$ cat src/rtl/axi_led_gpio_pkg.sv
// Shared definitions for the AXI4-Lite LED/GPIO controller: register offsets,
// response codes, channel FSM states and the byte-strobe mask helper.
package axi_led_gpio_pkg;

    localparam logic [7:0] OFF_DATA      = 8'h00;
    localparam logic [7:0] OFF_BLINK_EN  = 8'h04;
    localparam logic [7:0] OFF_BLINK_DIV = 8'h08;
    localparam logic [7:0] OFF_SET       = 8'h0C;
    localparam logic [7:0] OFF_CLR       = 8'h10;
    localparam logic [7:0] OFF_ID        = 8'h14;
    localparam logic [7:0] OFF_SCRATCH   = 8'h18;

    localparam logic [1:0] RESP_OKAY   = 2'b00;
    localparam logic [1:0] RESP_SLVERR = 2'b10;

    typedef enum logic {
        W_IDLE = 1'b0,
        W_RESP = 1'b1
    } wr_state_e;

    typedef enum logic {
        R_IDLE = 1'b0,
        R_DATA = 1'b1
    } rd_state_e;

    // Expand the four byte strobes into a 32-bit bit mask.
    function automatic logic [31:0] byte_mask(input logic [3:0] strb);
        byte_mask = {{8{strb[3]}}, {8{strb[2]}}, {8{strb[1]}}, {8{strb[0]}}};
    endfunction

endpackage

$ cat src/rtl/axi_led_gpio_ctrl_blink.sv
// Blink phase generator: counts 0..div-1 and toggles the phase on each wrap.
module led_blink_gen
    import axi_led_gpio_pkg::*;
(
    input  logic        clk,
    input  logic        rst_n,
    input  logic [31:0] div,
    input  logic        div_wr,
    output logic        phase
);

    logic [31:0] cnt_r;
    logic        phase_r;

    // Counter and phase; a zero divider parks the phase high.
    always_ff @(posedge clk) begin
        if (!rst_n) begin
            cnt_r   <= 32'd0;
            phase_r <= 1'b1;
        end else if (div_wr || (div == 32'd0)) begin
            cnt_r   <= 32'd0;
            phase_r <= 1'b1;
        end else if (cnt_r >= (div - 32'd1)) begin
            cnt_r   <= 32'd0;
            phase_r <= ~phase_r;
        end else begin
            cnt_r   <= cnt_r + 32'd1;
        end
    end

    assign phase = phase_r;

endmodule

$ cat src/rtl/axi_led_gpio_ctrl.sv
// AXI4-Lite slave with DATA/BLINK/SET/CLR/ID/SCRATCH registers driving a
// parametrised LED bank with per-bit blink.
module axi_led_gpio_ctrl
    import axi_led_gpio_pkg::*;
#(
    parameter int          NUM_LEDS      = 8,
    parameter int          ADDR_WIDTH    = 12,
    parameter logic [31:0] BLINK_DIV_RST = 32'd25_000_000,
    parameter logic [15:0] ID_VALUE      = 16'hB1ED
) (
    input  logic                  ACLK,
    input  logic                  ARESETn,
    input  logic [ADDR_WIDTH-1:0] s_axi_awaddr,
    input  logic                  s_axi_awvalid,
    output logic                  s_axi_awready,
    input  logic [31:0]           s_axi_wdata,
    input  logic [3:0]            s_axi_wstrb,
    input  logic                  s_axi_wvalid,
    output logic                  s_axi_wready,
    output logic [1:0]            s_axi_bresp,
    output logic                  s_axi_bvalid,
    input  logic                  s_axi_bready,
    input  logic [ADDR_WIDTH-1:0] s_axi_araddr,
    input  logic                  s_axi_arvalid,
    output logic                  s_axi_arready,
    output logic [31:0]           s_axi_rdata,
    output logic [1:0]            s_axi_rresp,
    output logic                  s_axi_rvalid,
    input  logic                  s_axi_rready,
    output logic [NUM_LEDS-1:0]   led_o
);

    localparam logic [ADDR_WIDTH-1:0] WORD_MASK = ~ADDR_WIDTH'(3);

    wr_state_e wr_state_r, wr_state_s;
    rd_state_e rd_state_r, rd_state_s;

    logic                  awready_r, wready_r, bvalid_r, aw_got_r, w_got_r;
    logic [1:0]            bresp_r;
    logic [ADDR_WIDTH-1:0] aw_addr_r;
    logic [31:0]           w_data_r;
    logic [3:0]            w_strb_r;
    logic                  arready_r, rvalid_r;
    logic [1:0]            rresp_r;
    logic [31:0]           rdata_r;

    logic [NUM_LEDS-1:0]   data_r, blink_en_r, led_r;
    logic [31:0]           blink_div_r, scratch_r;
    logic                  phase_s;

    logic                  aw_hs_s, w_hs_s, have_aw_s, have_w_s, wr_fire_s, wr_ok_s;
    logic                  ar_hs_s, rd_ok_s, div_wr_s;
    logic [ADDR_WIDTH-1:0] wr_word_s, rd_word_s;
    logic [31:0]           wr_data_s, wr_mask_s, wr_bits_s, rd_data_s;

    // Write channel: merge held and live beats, decode target.
    always_comb begin
        aw_hs_s   = s_axi_awvalid & awready_r;
        w_hs_s    = s_axi_wvalid & wready_r;
        have_aw_s = aw_got_r | aw_hs_s;
        have_w_s  = w_got_r | w_hs_s;
        wr_word_s = (aw_got_r ? aw_addr_r : s_axi_awaddr) & WORD_MASK;
        wr_data_s = w_got_r ? w_data_r : s_axi_wdata;
        wr_mask_s = byte_mask(w_got_r ? w_strb_r : s_axi_wstrb);
        wr_bits_s = wr_data_s & wr_mask_s;
        wr_fire_s = 1'b0;
        wr_state_s = wr_state_r;
        case (wr_state_r)
            W_IDLE: begin
                if (have_aw_s && have_w_s) begin
                    wr_fire_s  = 1'b1;
                    wr_state_s = W_RESP;
                end else begin
                    wr_state_s = W_IDLE;
                end
            end
            W_RESP: begin
                if (s_axi_bready) begin
                    wr_state_s = W_IDLE;
                end else begin
                    wr_state_s = W_RESP;
                end
            end
            default: wr_state_s = W_IDLE;
        endcase
        case (wr_word_s)
            ADDR_WIDTH'(OFF_DATA), ADDR_WIDTH'(OFF_BLINK_EN), ADDR_WIDTH'(OFF_BLINK_DIV),
            ADDR_WIDTH'(OFF_SET), ADDR_WIDTH'(OFF_CLR), ADDR_WIDTH'(OFF_SCRATCH):
                wr_ok_s = 1'b1;
            default: wr_ok_s = 1'b0;
        endcase
        div_wr_s = wr_fire_s & (wr_word_s == ADDR_WIDTH'(OFF_BLINK_DIV));
    end

    // Write FSM state register.
    always_ff @(posedge ACLK) begin
        if (!ARESETn) begin
            wr_state_r <= W_IDLE;
        end else begin
            wr_state_r <= wr_state_s;
        end
    end

    // Write handshake bookkeeping and response.
    always_ff @(posedge ACLK) begin
        if (!ARESETn) begin
            awready_r <= 1'b0;
            wready_r  <= 1'b0;
            aw_got_r  <= 1'b0;
            w_got_r   <= 1'b0;
            bvalid_r  <= 1'b0;
            bresp_r   <= RESP_OKAY;
            aw_addr_r <= '0;
            w_data_r  <= 32'd0;
            w_strb_r  <= 4'd0;
        end else if (wr_fire_s) begin
            awready_r <= 1'b0;
            wready_r  <= 1'b0;
            aw_got_r  <= 1'b0;
            w_got_r   <= 1'b0;
            bvalid_r  <= 1'b1;
            bresp_r   <= wr_ok_s ? RESP_OKAY : RESP_SLVERR;
        end else if (wr_state_r == W_IDLE) begin
            if (aw_hs_s) begin
                aw_addr_r <= s_axi_awaddr;
                aw_got_r  <= 1'b1;
            end
            if (w_hs_s) begin
                w_data_r <= s_axi_wdata;
                w_strb_r <= s_axi_wstrb;
                w_got_r  <= 1'b1;
            end
            awready_r <= ~have_aw_s;
            wready_r  <= ~have_w_s;
        end else if (s_axi_bready) begin
            bvalid_r  <= 1'b0;
            awready_r <= 1'b1;
            wready_r  <= 1'b1;
        end
    end

    // Register file; unmapped and ID writes leave state untouched.
    always_ff @(posedge ACLK) begin
        if (!ARESETn) begin
            data_r      <= '0;
            blink_en_r  <= '0;
            blink_div_r <= BLINK_DIV_RST;
            scratch_r   <= 32'd0;
        end else if (wr_fire_s) begin
            case (wr_word_s)
                ADDR_WIDTH'(OFF_DATA):
                    data_r <= (data_r & ~wr_mask_s[NUM_LEDS-1:0]) | wr_bits_s[NUM_LEDS-1:0];
                ADDR_WIDTH'(OFF_BLINK_EN):
                    blink_en_r <= (blink_en_r & ~wr_mask_s[NUM_LEDS-1:0]) | wr_bits_s[NUM_LEDS-1:0];
                ADDR_WIDTH'(OFF_BLINK_DIV):
                    blink_div_r <= (blink_div_r & ~wr_mask_s) | wr_bits_s;
                ADDR_WIDTH'(OFF_SET):
                    data_r <= data_r | wr_bits_s[NUM_LEDS-1:0];
                ADDR_WIDTH'(OFF_CLR):
                    data_r <= data_r & ~wr_bits_s[NUM_LEDS-1:0];
                ADDR_WIDTH'(OFF_SCRATCH):
                    scratch_r <= (scratch_r & ~wr_mask_s) | wr_bits_s;
                default: ;
            endcase
        end
    end

    // Read channel next state and data mux (sees pre-write register values).
    always_comb begin
        ar_hs_s   = s_axi_arvalid & arready_r;
        rd_word_s = s_axi_araddr & WORD_MASK;
        rd_data_s = 32'd0;
        rd_ok_s   = 1'b1;
        case (rd_word_s)
            ADDR_WIDTH'(OFF_DATA):      rd_data_s = 32'(data_r);
            ADDR_WIDTH'(OFF_BLINK_EN):  rd_data_s = 32'(blink_en_r);
            ADDR_WIDTH'(OFF_BLINK_DIV): rd_data_s = blink_div_r;
            ADDR_WIDTH'(OFF_SET):       rd_data_s = 32'd0;
            ADDR_WIDTH'(OFF_CLR):       rd_data_s = 32'd0;
            ADDR_WIDTH'(OFF_ID):        rd_data_s = {ID_VALUE, 8'h00, 8'(NUM_LEDS)};
            ADDR_WIDTH'(OFF_SCRATCH):   rd_data_s = scratch_r;
            default:                    rd_ok_s   = 1'b0;
        endcase
        rd_state_s = rd_state_r;
        case (rd_state_r)
            R_IDLE: begin
                if (ar_hs_s) begin
                    rd_state_s = R_DATA;
                end else begin
                    rd_state_s = R_IDLE;
                end
            end
            R_DATA: begin
                if (s_axi_rready) begin
                    rd_state_s = R_IDLE;
                end else begin
                    rd_state_s = R_DATA;
                end
            end
            default: rd_state_s = R_IDLE;
        endcase
    end

    // Read FSM state register.
    always_ff @(posedge ACLK) begin
        if (!ARESETn) begin
            rd_state_r <= R_IDLE;
        end else begin
            rd_state_r <= rd_state_s;
        end
    end

    // Read handshake and registered response.
    always_ff @(posedge ACLK) begin
        if (!ARESETn) begin
            arready_r <= 1'b0;
            rvalid_r  <= 1'b0;
            rresp_r   <= RESP_OKAY;
            rdata_r   <= 32'd0;
        end else if (rd_state_r == R_IDLE) begin
            if (ar_hs_s) begin
                arready_r <= 1'b0;
                rvalid_r  <= 1'b1;
                rdata_r   <= rd_data_s;
                rresp_r   <= rd_ok_s ? RESP_OKAY : RESP_SLVERR;
            end else begin
                arready_r <= 1'b1;
            end
        end else if (s_axi_rready) begin
            rvalid_r  <= 1'b0;
            arready_r <= 1'b1;
        end
    end

    led_blink_gen u_blink (
        .clk    (ACLK),
        .rst_n  (ARESETn),
        .div    (blink_div_r),
        .div_wr (div_wr_s),
        .phase  (phase_s)
    );

    // LED drive: blinking bits gated by the phase.
    always_ff @(posedge ACLK) begin
        if (!ARESETn) begin
            led_r <= '0;
        end else begin
            led_r <= (data_r & ~blink_en_r) | (data_r & blink_en_r & {NUM_LEDS{phase_s}});
        end
    end

    assign s_axi_awready = awready_r;
    assign s_axi_wready  = wready_r;
    assign s_axi_bvalid  = bvalid_r;
    assign s_axi_bresp   = bresp_r;
    assign s_axi_arready = arready_r;
    assign s_axi_rvalid  = rvalid_r;
    assign s_axi_rresp   = rresp_r;
    assign s_axi_rdata   = rdata_r;
    assign led_o         = led_r;

endmodule

$ cat config.mk
export PLATFORM = sky130hd
export DESIGN_NAME = axi_led_gpio_ctrl
export DESIGN_NICKNAME = d
export VERILOG_FILES = /design/src/rtl/axi_led_gpio_pkg.sv /design/src/rtl/axi_led_gpio_ctrl_blink.sv /design/src/rtl/axi_led_gpio_ctrl.sv
export SDC_FILE = /design/constraint.sdc
export NUM_CORES = 1
export LEC_CHECK = 0
export ABC_AREA = 1
export BUFFER_PORTS_ARGS = -buffer_cell sky130_fd_sc_hd__buf_4
export CAP_MARGIN = 25
export CORE_UTILIZATION = 59
export CTS_CLUSTER_SIZE = 28
export DETAILED_ROUTE_END_ITERATION = 7
export HOLD_SLACK_MARGIN = 0.03
export PLACE_DENSITY = 0.8
export SYNTH_ARGS = -nofsm -noshare
export SYNTH_HDL_FRONTEND = slang
export SYNTH_SLANG_ARGS = --single-unit
$ cat constraint.sdc
create_clock -name ACLK -period 3.55 [get_ports ACLK]
set_clock_uncertainty 0.05 [all_clocks]
set_input_delay 0.8875 -clock ACLK [delete_from_list [all_inputs] [get_ports ACLK]]
set_output_delay 0.8875 -clock ACLK [all_outputs]
set_load 0.01 [all_outputs]
### Word level (Yosys, flattened, before mapping)

Index checks and enable logic that the tools add are counted.
W data, S select, Z words.

* add/subtract/negate cells: 2
* $mul: 0
* divide/modulo/power cells: 0
* $lt $le $gt $ge: 1
* equality and inequality tests: 13
* shift operators: 0
* mux-type cells: 28
* bitwise operators: 32
* reduce and logical (&&, ||, !) cells: 25

Operators by type and width (number)
* $pmux W32 S5: 1
* $and A32 B32 Y32: 3
* $or A32 B32 Y32: 2
* $eq A10 B3 Y1 const B: 5
* $and A8 B8 Y8: 6
* $eq A10 B2 Y1 const B: 4
* $add A32 B1 Y32 const B: 1
* $ge A32 B32 Y1: 1
* $logic_not A32 Y1: 1
* $mux W32: 1
* $not A32 Y32: 1
* $or A8 B8 Y8: 4
* $sub A32 B1 Y32 const B: 1
* $logic_not A12 Y1: 2
* $not A8 Y8: 3
* $pmux W8 S3: 1
* $eq A10 B1 Y1 const B: 2
* $mux W1: 19
* $reduce_and A2 Y1: 9
* $mux W12: 1
* $not A1 Y1: 7
* $reduce_or A7 Y1: 1
* $reduce_and A3 Y1: 2
* $reduce_bool A2 Y1: 3
* 12 further kinds: 20

* register bits after elaboration: 214
* bits in latches: 0
* bits in writable memories: 0
* ROM bits: 0
* word-level logic and storage cells: 123
* memories kept: 0

### Longest topological paths before layout

Gate-level depths: netlist of run 1.

* depth in word-level cells: 8
* mapped depth: 19
* mapped depth without buffers: 19

### Modules after synthesis

A second synthesis of run 1 with hierarchy kept.

* cell total of the unflattened synthesis: 1593
* area, all modules: 11063.1 um^2

Modules (own cells, without submodules)
* axi_led_gpio_ctrl: times used 1, cells each 1100, area each 7757.4 um^2, sequential area each 3543.4 um^2
* led_blink_gen: times used 1, cells each 493, area each 3305.7 um^2, sequential area each 660.6 um^2

### Worst setup path before layout of run 1

No wires, ideal clock.

* kind: flip-flop to flip-flop
* start point: register with a tool-made name
* end point: register u_blink.cnt_r[10]
* setup time: 64 ps
* arrival time: 2620 ps
* required time: 3436 ps
* slack: 816 ps
* cell stages (with the launch flop): 18
* buffers on the path: 1
* clock period less this slack: 2734 ps
* cell sequence: dfxtp_1 inv_1 nand3_1 nor2_1 nand2_1 nor2_1 nand2_1 nor2_1 xor2_1 ha_1 a21oi_1 nor2_1 nor2_1 nand3_1 nor2_1 nand3_1 buf_2 nor2_1

RTL lines
* to (signal assigned): line axi_led_gpio_ctrl_blink.sv:27 `cnt_r <= cnt_r + 32'd1;`
* to (decl): line axi_led_gpio_ctrl_blink.sv:12 `logic [31:0] cnt_r;`

==> results of run 1 <==
worst min-delay path by stage:
stage / from / end / slack [ns]
after floorplan: flop / flop / 0.37
after global routing: flop / flop / 0.42
after CTS: flop / flop / 0.40
after detailed placement: flop / flop / 0.39
after global placement: flop / flop / 0.39
final: flop / flop / 0.40
cell families after synthesis:
kind of cell,Yosys count,share of synthesized area [%]
other,1,0.0340
flip-flops,210,38.2
adder cells (fa/ha/maj),34,3.86
XOR/XNOR,60,4.77
AND/OR/NAND/NOR,699,27.8
buffers and inverters,258,9.29
multiplexers,12,1.09
AO/OA/AOI/OAI,314,15.0
power by group:
group / total, mW / internal [mW] / switching (mW)
clock: 2.34 / 1.36 / 0.979
combinational: 0.495 / 0.165 / 0.330
sequential: 2.46 / 2.42 / 0.0432
metal layers:
layer	part of all wire, %	vias up	track usage (%)
li1	-	5309	-
met1	46	4772	41.0
met2	45	378	47.7
met3	7.1	51	4.01
met4	2.5	0	9.01
met5	0	-	0
area by class of cell:
class | instances | area (sq um)
Tap cell | 229 | 287
Clock buffer | 36 | 696
Multi-Input combinational cell | 1121 | 5810
Fill cell | 1576 | 5410
Timing Repair Buffer | 125 | 942
Inverter | 198 | 744
Clock inverter | 6 | 57.6
Sequential cell | 210 | 4210
worst register-to-register path, delay by kind of cell, from the launching register on:
kind | cells | cell delay [ns]
buffers and inverters | 3 | 0.45
flip-flops | 1 | 0.31
XOR/XNOR | 1 | 0.19
adder cells (fa/ha/maj) | 2 | 0.50
AND/OR/NAND/NOR | 12 | 1.54
metrics by stage:
| stage | hold WS (ns) | util (%) | instances | instance area [sq um] | power (mW) |
|---|---|---|---|---|---|
| after floorplan | 0.372 | - | 1589 | 11000 | 2.83 |
| after global placement | 0.387 | 66.0 | 1883 | 12000 | 2.99 |
| after detailed placement | 0.393 | 66.0 | 1883 | 12000 | 3.00 |
| after CTS | 0.401 | 70.1 | 1925 | 12700 | 5.31 |
| after global routing | 0.420 | 70.2 | 1925 | 12700 | 5.49 |
| final | 0.405 | 70.2 | 1925 | 12700 | 5.29 |
cell usage in the layout (no fill, tap or decap), types with 2 or more instances in the layout:
cell,Yosys,final
nand3_1,74,74
conb_1,1,2
ha_1,34,34
nor3_4,1,2
xor2_1,46,46
nand2_1,319,319
nand2_4,4,4
nor2_4,6,6
nor2_1,215,213
dfxtp_1,210,209
inv_2,8,8
nand2_2,9,9
clkbuf_1,38,7
mux2i_1,12,12
clkbuf_16,0,24
o21ai_1,24,24
clkinv_2,1,5
o22ai_1,12,12
o21ai_0,127,127
nand3b_1,2,2
o211ai_1,8,8
o21a_1,2,2
nor2_8,2,2
clkinv_1,1,2
xnor2_1,14,14
a21oi_1,131,131
nor2_2,4,6
inv_1,188,187
clkbuf_8,0,5
buf_4,5,124
nand4_1,27,27
nor3_1,17,17
or2_2,6,6
nand3_2,6,6
timing repair:
action | 4_1_cts | 5_1_grt
gates resized for setup | 0 | 4
setup endpoints to repair | 0 | 32
hold endpoints to repair | 0 | 0
==> results.toml, run 1 <==
[outcome]
outcome = "finished with violations"
violations = "design-rule violations"

[drt]
wl_per_cell_um = 15.0
route.detailed.drc = 5
avgViaCountPerCell = 5.46
via_count = 10500
drt_iter0_drc = 811
routed_wl_um = 28900
firstDrtPassIters = 8
ant_nets = 0

[logic_synthesis]
ys_ff_latch = 210
synth_area_leaders = "dfxtp_1, nand2_1, nor2_1, inv_1, a21oi_1"
synth-edff-count = 0
yosysMostFrequentCell = "nand2_1"
synth-warning-count = 0
yosysTopAreaCell = "dfxtp_1"
yosysSeqAreaShare_pct = 38.2
async_flop_share_pct = 0
synth_common_cells = "nand2_1, nor2_1, dfxtp_1"
synth_top_area_share_pct = 38.2
synth_area_per_cell_sq_um = 6.94
syn_inst = 1588
ys_types = 51
ys.flop_type = "dfxtp_1"
syn-cell-area_sq_um = 11000

[setup_path]
cp-start-kind = "flop"
rrSetupSlack_ns = 0.37
path_buf_inv = 3
cpPeakStageDelay_ns = 0.31
required_ns = 3.90
r2r_end = "u_blink.cnt_r[21]"
cp_max_fo = 32
worstSetupPathDepth = 18
arrival_ns = 3.52
end_kind = "flop"
path_class = "flop to flop"
cpMostUsedCell = "nor2_1"
cp-endpoint = "u_blink.cnt_r[21]"
path_cells = "inv_1, ha_1, nand3_1, nor2_1, nand4_1, xor2_1, inv_1, ha_1, nand2_1, nor2_1, nand4_1, nor2_1, nor2_1, nand2_1, nand2_1, nand3_1, buf_6, nor2_1"
r2r_cells = 18
critPathTopFamily = "simple AND/OR/NAND/NOR gates"
cp_slowest_cell = "dfxtp_1"

[power]
leakage_nw = 5.60
p_per_area_nw_per_um2 = 415
ir_drop_v = 0.000314

[clocking]
htreeDepth = 1
postCtsHoldBufs = 0
root_buffer = "clkbuf_16"
cts_buffer_depth = 3
clock-sinks = 210
insertion_delay_ns = 0.53
cts_tree = "done"
clk_pin_slew_ns = 0.06
cts_inserted_buffers = 24
cts_setup_buffers = 0

[floorplanning]
die_h_um = 139
ios = 116
die_w_um = 139
start_util_pct = 60.7
core_sq_um = 18100
num_rows = 49
die_area_sq_um = 19200

[timing]
drv_slew = 0
setup_viol = 0
setup_ws_ns = 0.374
fin_crit_ns = 3.18
tightest_slew_ns = 0.914
worst_slew_margin_rel_pct = 38.4
rsz0062_at_grt = "no"
fin_crit_sh_pct = 89.5
finalHoldViolations = 0
fmax_mhz = 315
setup_tns_ns = 0

[place]
hpwlAfterDp_um = 21100
globalplace.congestion = 0.944
portBuffers = 109
pre_cts_ws_ns = 0.280

[global_route]
overflow = 0
first_global_vias = 9514
antenna_found_initial = 0
grt_pass1_wl_um = 46500
grtUsageTotal_pct = 29.5
grt_max_degree = 78

[min_path]
min_path_type = "flop to flop"
worstHoldPathCells = 2

[finish]
areaGrowthSynthToFinish_pct = 15.7
diodes = 0
drive_gt1_share_pct = 12.9
nets = 1781

[job]
maxCapViolations = 0
No activity file was read; power rests on OpenSTA's default activity.
==> inputs of run 2 (changes only) <==
--- a/config.mk
+++ b/config.mk
@@ -8,6 +8,7 @@
 export ABC_AREA = 1
 export BUFFER_PORTS_ARGS = -buffer_cell sky130_fd_sc_hd__buf_4
 export CAP_MARGIN = 25
+export CORE_MARGIN = 4
 export CORE_UTILIZATION = 59
 export CTS_CLUSTER_SIZE = 28
 export DETAILED_ROUTE_END_ITERATION = 7
==> run 2 against run 1 <==
  * The flow now finishes without violations
  * Sequential power hardly changed
  * Worst hold slack worse by 0.00069 ns
  * Via count is 0.52% higher
  * First-iteration DRC count is 17% higher
  * Critical path type unchanged
==> results.toml, run 2 (synthesized netlist as in run 1, its figures left out) <==
[clocking]
clock-sinks = 210
htreeDepth = 1
root_buffer = "clkbuf_16"
clk_pin_slew_ns = 0.06
cts_inserted_buffers = 23
cts_tree = "done"
insertion_delay_ns = 0.53
cts_setup_buffers = 0
postCtsHoldBufs = 0
cts_buffer_depth = 3
cts_resized = 0

[timing]
fin_crit_sh_pct = 88.0
setup_tns_ns = 0
finalHoldViolations = 0
tightest_slew_ns = 0.844
worst_slew_margin_rel_pct = 43.1
setup_viol = 0
rsz0062_at_grt = "no"
fmax_mhz = 320
fin_crit_ns = 3.13
drv_slew = 0
hold_slack_ns = 0.404

[setup_path]
path_cells = "inv_1, ha_1, nand3_1, nor3_4, nand4_1, nor3_1, xor2_1, ha_1, nand2_1, nor2_1, nand2_1, nor2_1, nand2_1, nand3_1, buf_6, nor2_1"
end_kind = "flop"
cp-start-kind = "flop"
required_ns = 3.90
path_buf_inv = 2
worstSetupPathDepth = 16
rrSetupSlack_ns = 0.42
r2r_cells = 16
cp-endpoint = "u_blink.cnt_r[7]"
cp_slowest_cell = "dfxtp_1"
cp_max_fo = 32
cpPeakStageDelay_ns = 0.31
critPathTopFamily = "simple AND/OR/NAND/NOR gates"
r2r_end = "u_blink.cnt_r[7]"
arrival_ns = 3.47
path_class = "flop to flop"

[global_route]
grtUsageTotal_pct = 27.4
overflow = 0
antenna_found_initial = 0
grt_pass1_wl_um = 47000
first_global_vias = 9783
grt_max_degree = 80

[floorplanning]
core_sq_um = 18100
num_rows = 49
start_util_pct = 60.7
die_area_sq_um = 20900
die_h_um = 145
die_w_um = 145
ios = 116

[power]
swShare_pct = 25.4
clkPwrFrac_pct = 44.4
ir_drop_v = 0.000363
switchingPower_mw = 1.35
seqPwrFrac_pct = 46.3
leakage_nw = 5.59
internal_power_mw = 3.97
p_comb_share_pct = 9.3
p_per_area_nw_per_um2 = 419

[drt]
firstDrtPassIters = 5
wl_per_cell_um = 15.0
ant_nets = 0
route.detailed.drc = 0
avgViaCountPerCell = 5.49
drt_iter0_drc = 952
via_count = 10600
routed_wl_um = 28900

[finish]
layout_commonest_cell = "nand2_1"
drive_gt1_share_pct = 12.7
areaGrowthSynthToFinish_pct = 15.4
diodes = 0
final_cell_mix = "nand2_1, nor2_1, dfxtp_1"
nets = 1778
fin_util_pct = 70.1
final_area_sq_um = 12700

[place]
globalplace.congestion = 0.953
hpwlAfterDp_um = 21300
placed_area_sq_um = 12000
portBuffers = 109

[job]
maxCapViolations = 0

[min_path]
min_path_type = "flop to flop"

[outcome]
outcome = "finished, final reports clean"
## run 2: layer usage
metal | vias up | wire length (um) | track usage, %
li1 | 5292 | - | -
met1 | 4829 | 13100 | 38.8
met5 | - | 0 | 0
met2 | 370 | 12700 | 42.7
met3 | 74 | 2030 | 3.97
met4 | 0 | 1020 | 10.0
## run 2: final cells by class
class / instances / area [sq um]
multi-input cells: 1121 / 5810
repair buffers: 123 / 927
well taps: 229 / 287
fillers: 1570 / 5430
clock inverters: 6 / 70.1
clock buffers: 36 / 674
inverters: 198 / 744
flip-flops and latches: 210 / 4210
## run 2: how the worst min path moves through the flow
stage	slack (ns)	depth (start not counted)	to	from
after floorplan	0.37	2	flop	flop
after global placement	0.39	2	flop	flop
after detailed placement	0.39	2	flop	flop
after CTS	0.40	2	flop	flop
after global routing	0.41	2	flop	flop
final	0.40	2	flop	flop
## run 2: worst register-to-register path: stages (launching register included)
cell	delay, ns
dfxtp_1	0.31
inv_1	0.12
ha_1	0.20
nand3_1	0.23
nor3_4	0.29
nand4_1	0.22
nor3_1	0.26
xor2_1	0.12
ha_1	0.29
nand2_1	0.04
nor2_1	0.11
nand2_1	0.09
nor2_1	0.12
nand2_1	0.09
nand3_1	0.11
buf_6	0.26
nor2_1	0.08
## run 2: metrics by stage
stage          worst slack, ns  std cells  power (mW)
6_report                 0.425       1923        5.32
5_1_grt                 0.0298       1923        5.51
4_1_cts                  0.208       1923        5.33
3_5_place_dp             0.239       1881        3.00
3_3_place_gp             0.391       1881        2.99
2_1_floorplan            0.816       1589        2.83
## run 2: power groups by stage
stage	Sequential [mW]	Combinational, mW	Clock [mW]
6_report	2.46	0.494	2.37
5_1_grt	2.47	0.549	2.49
4_1_cts	2.46	0.489	2.38
3_5_place_dp	2.51	0.486	0
3_3_place_gp	2.51	0.476	0
2_1_floorplan	2.50	0.328	0
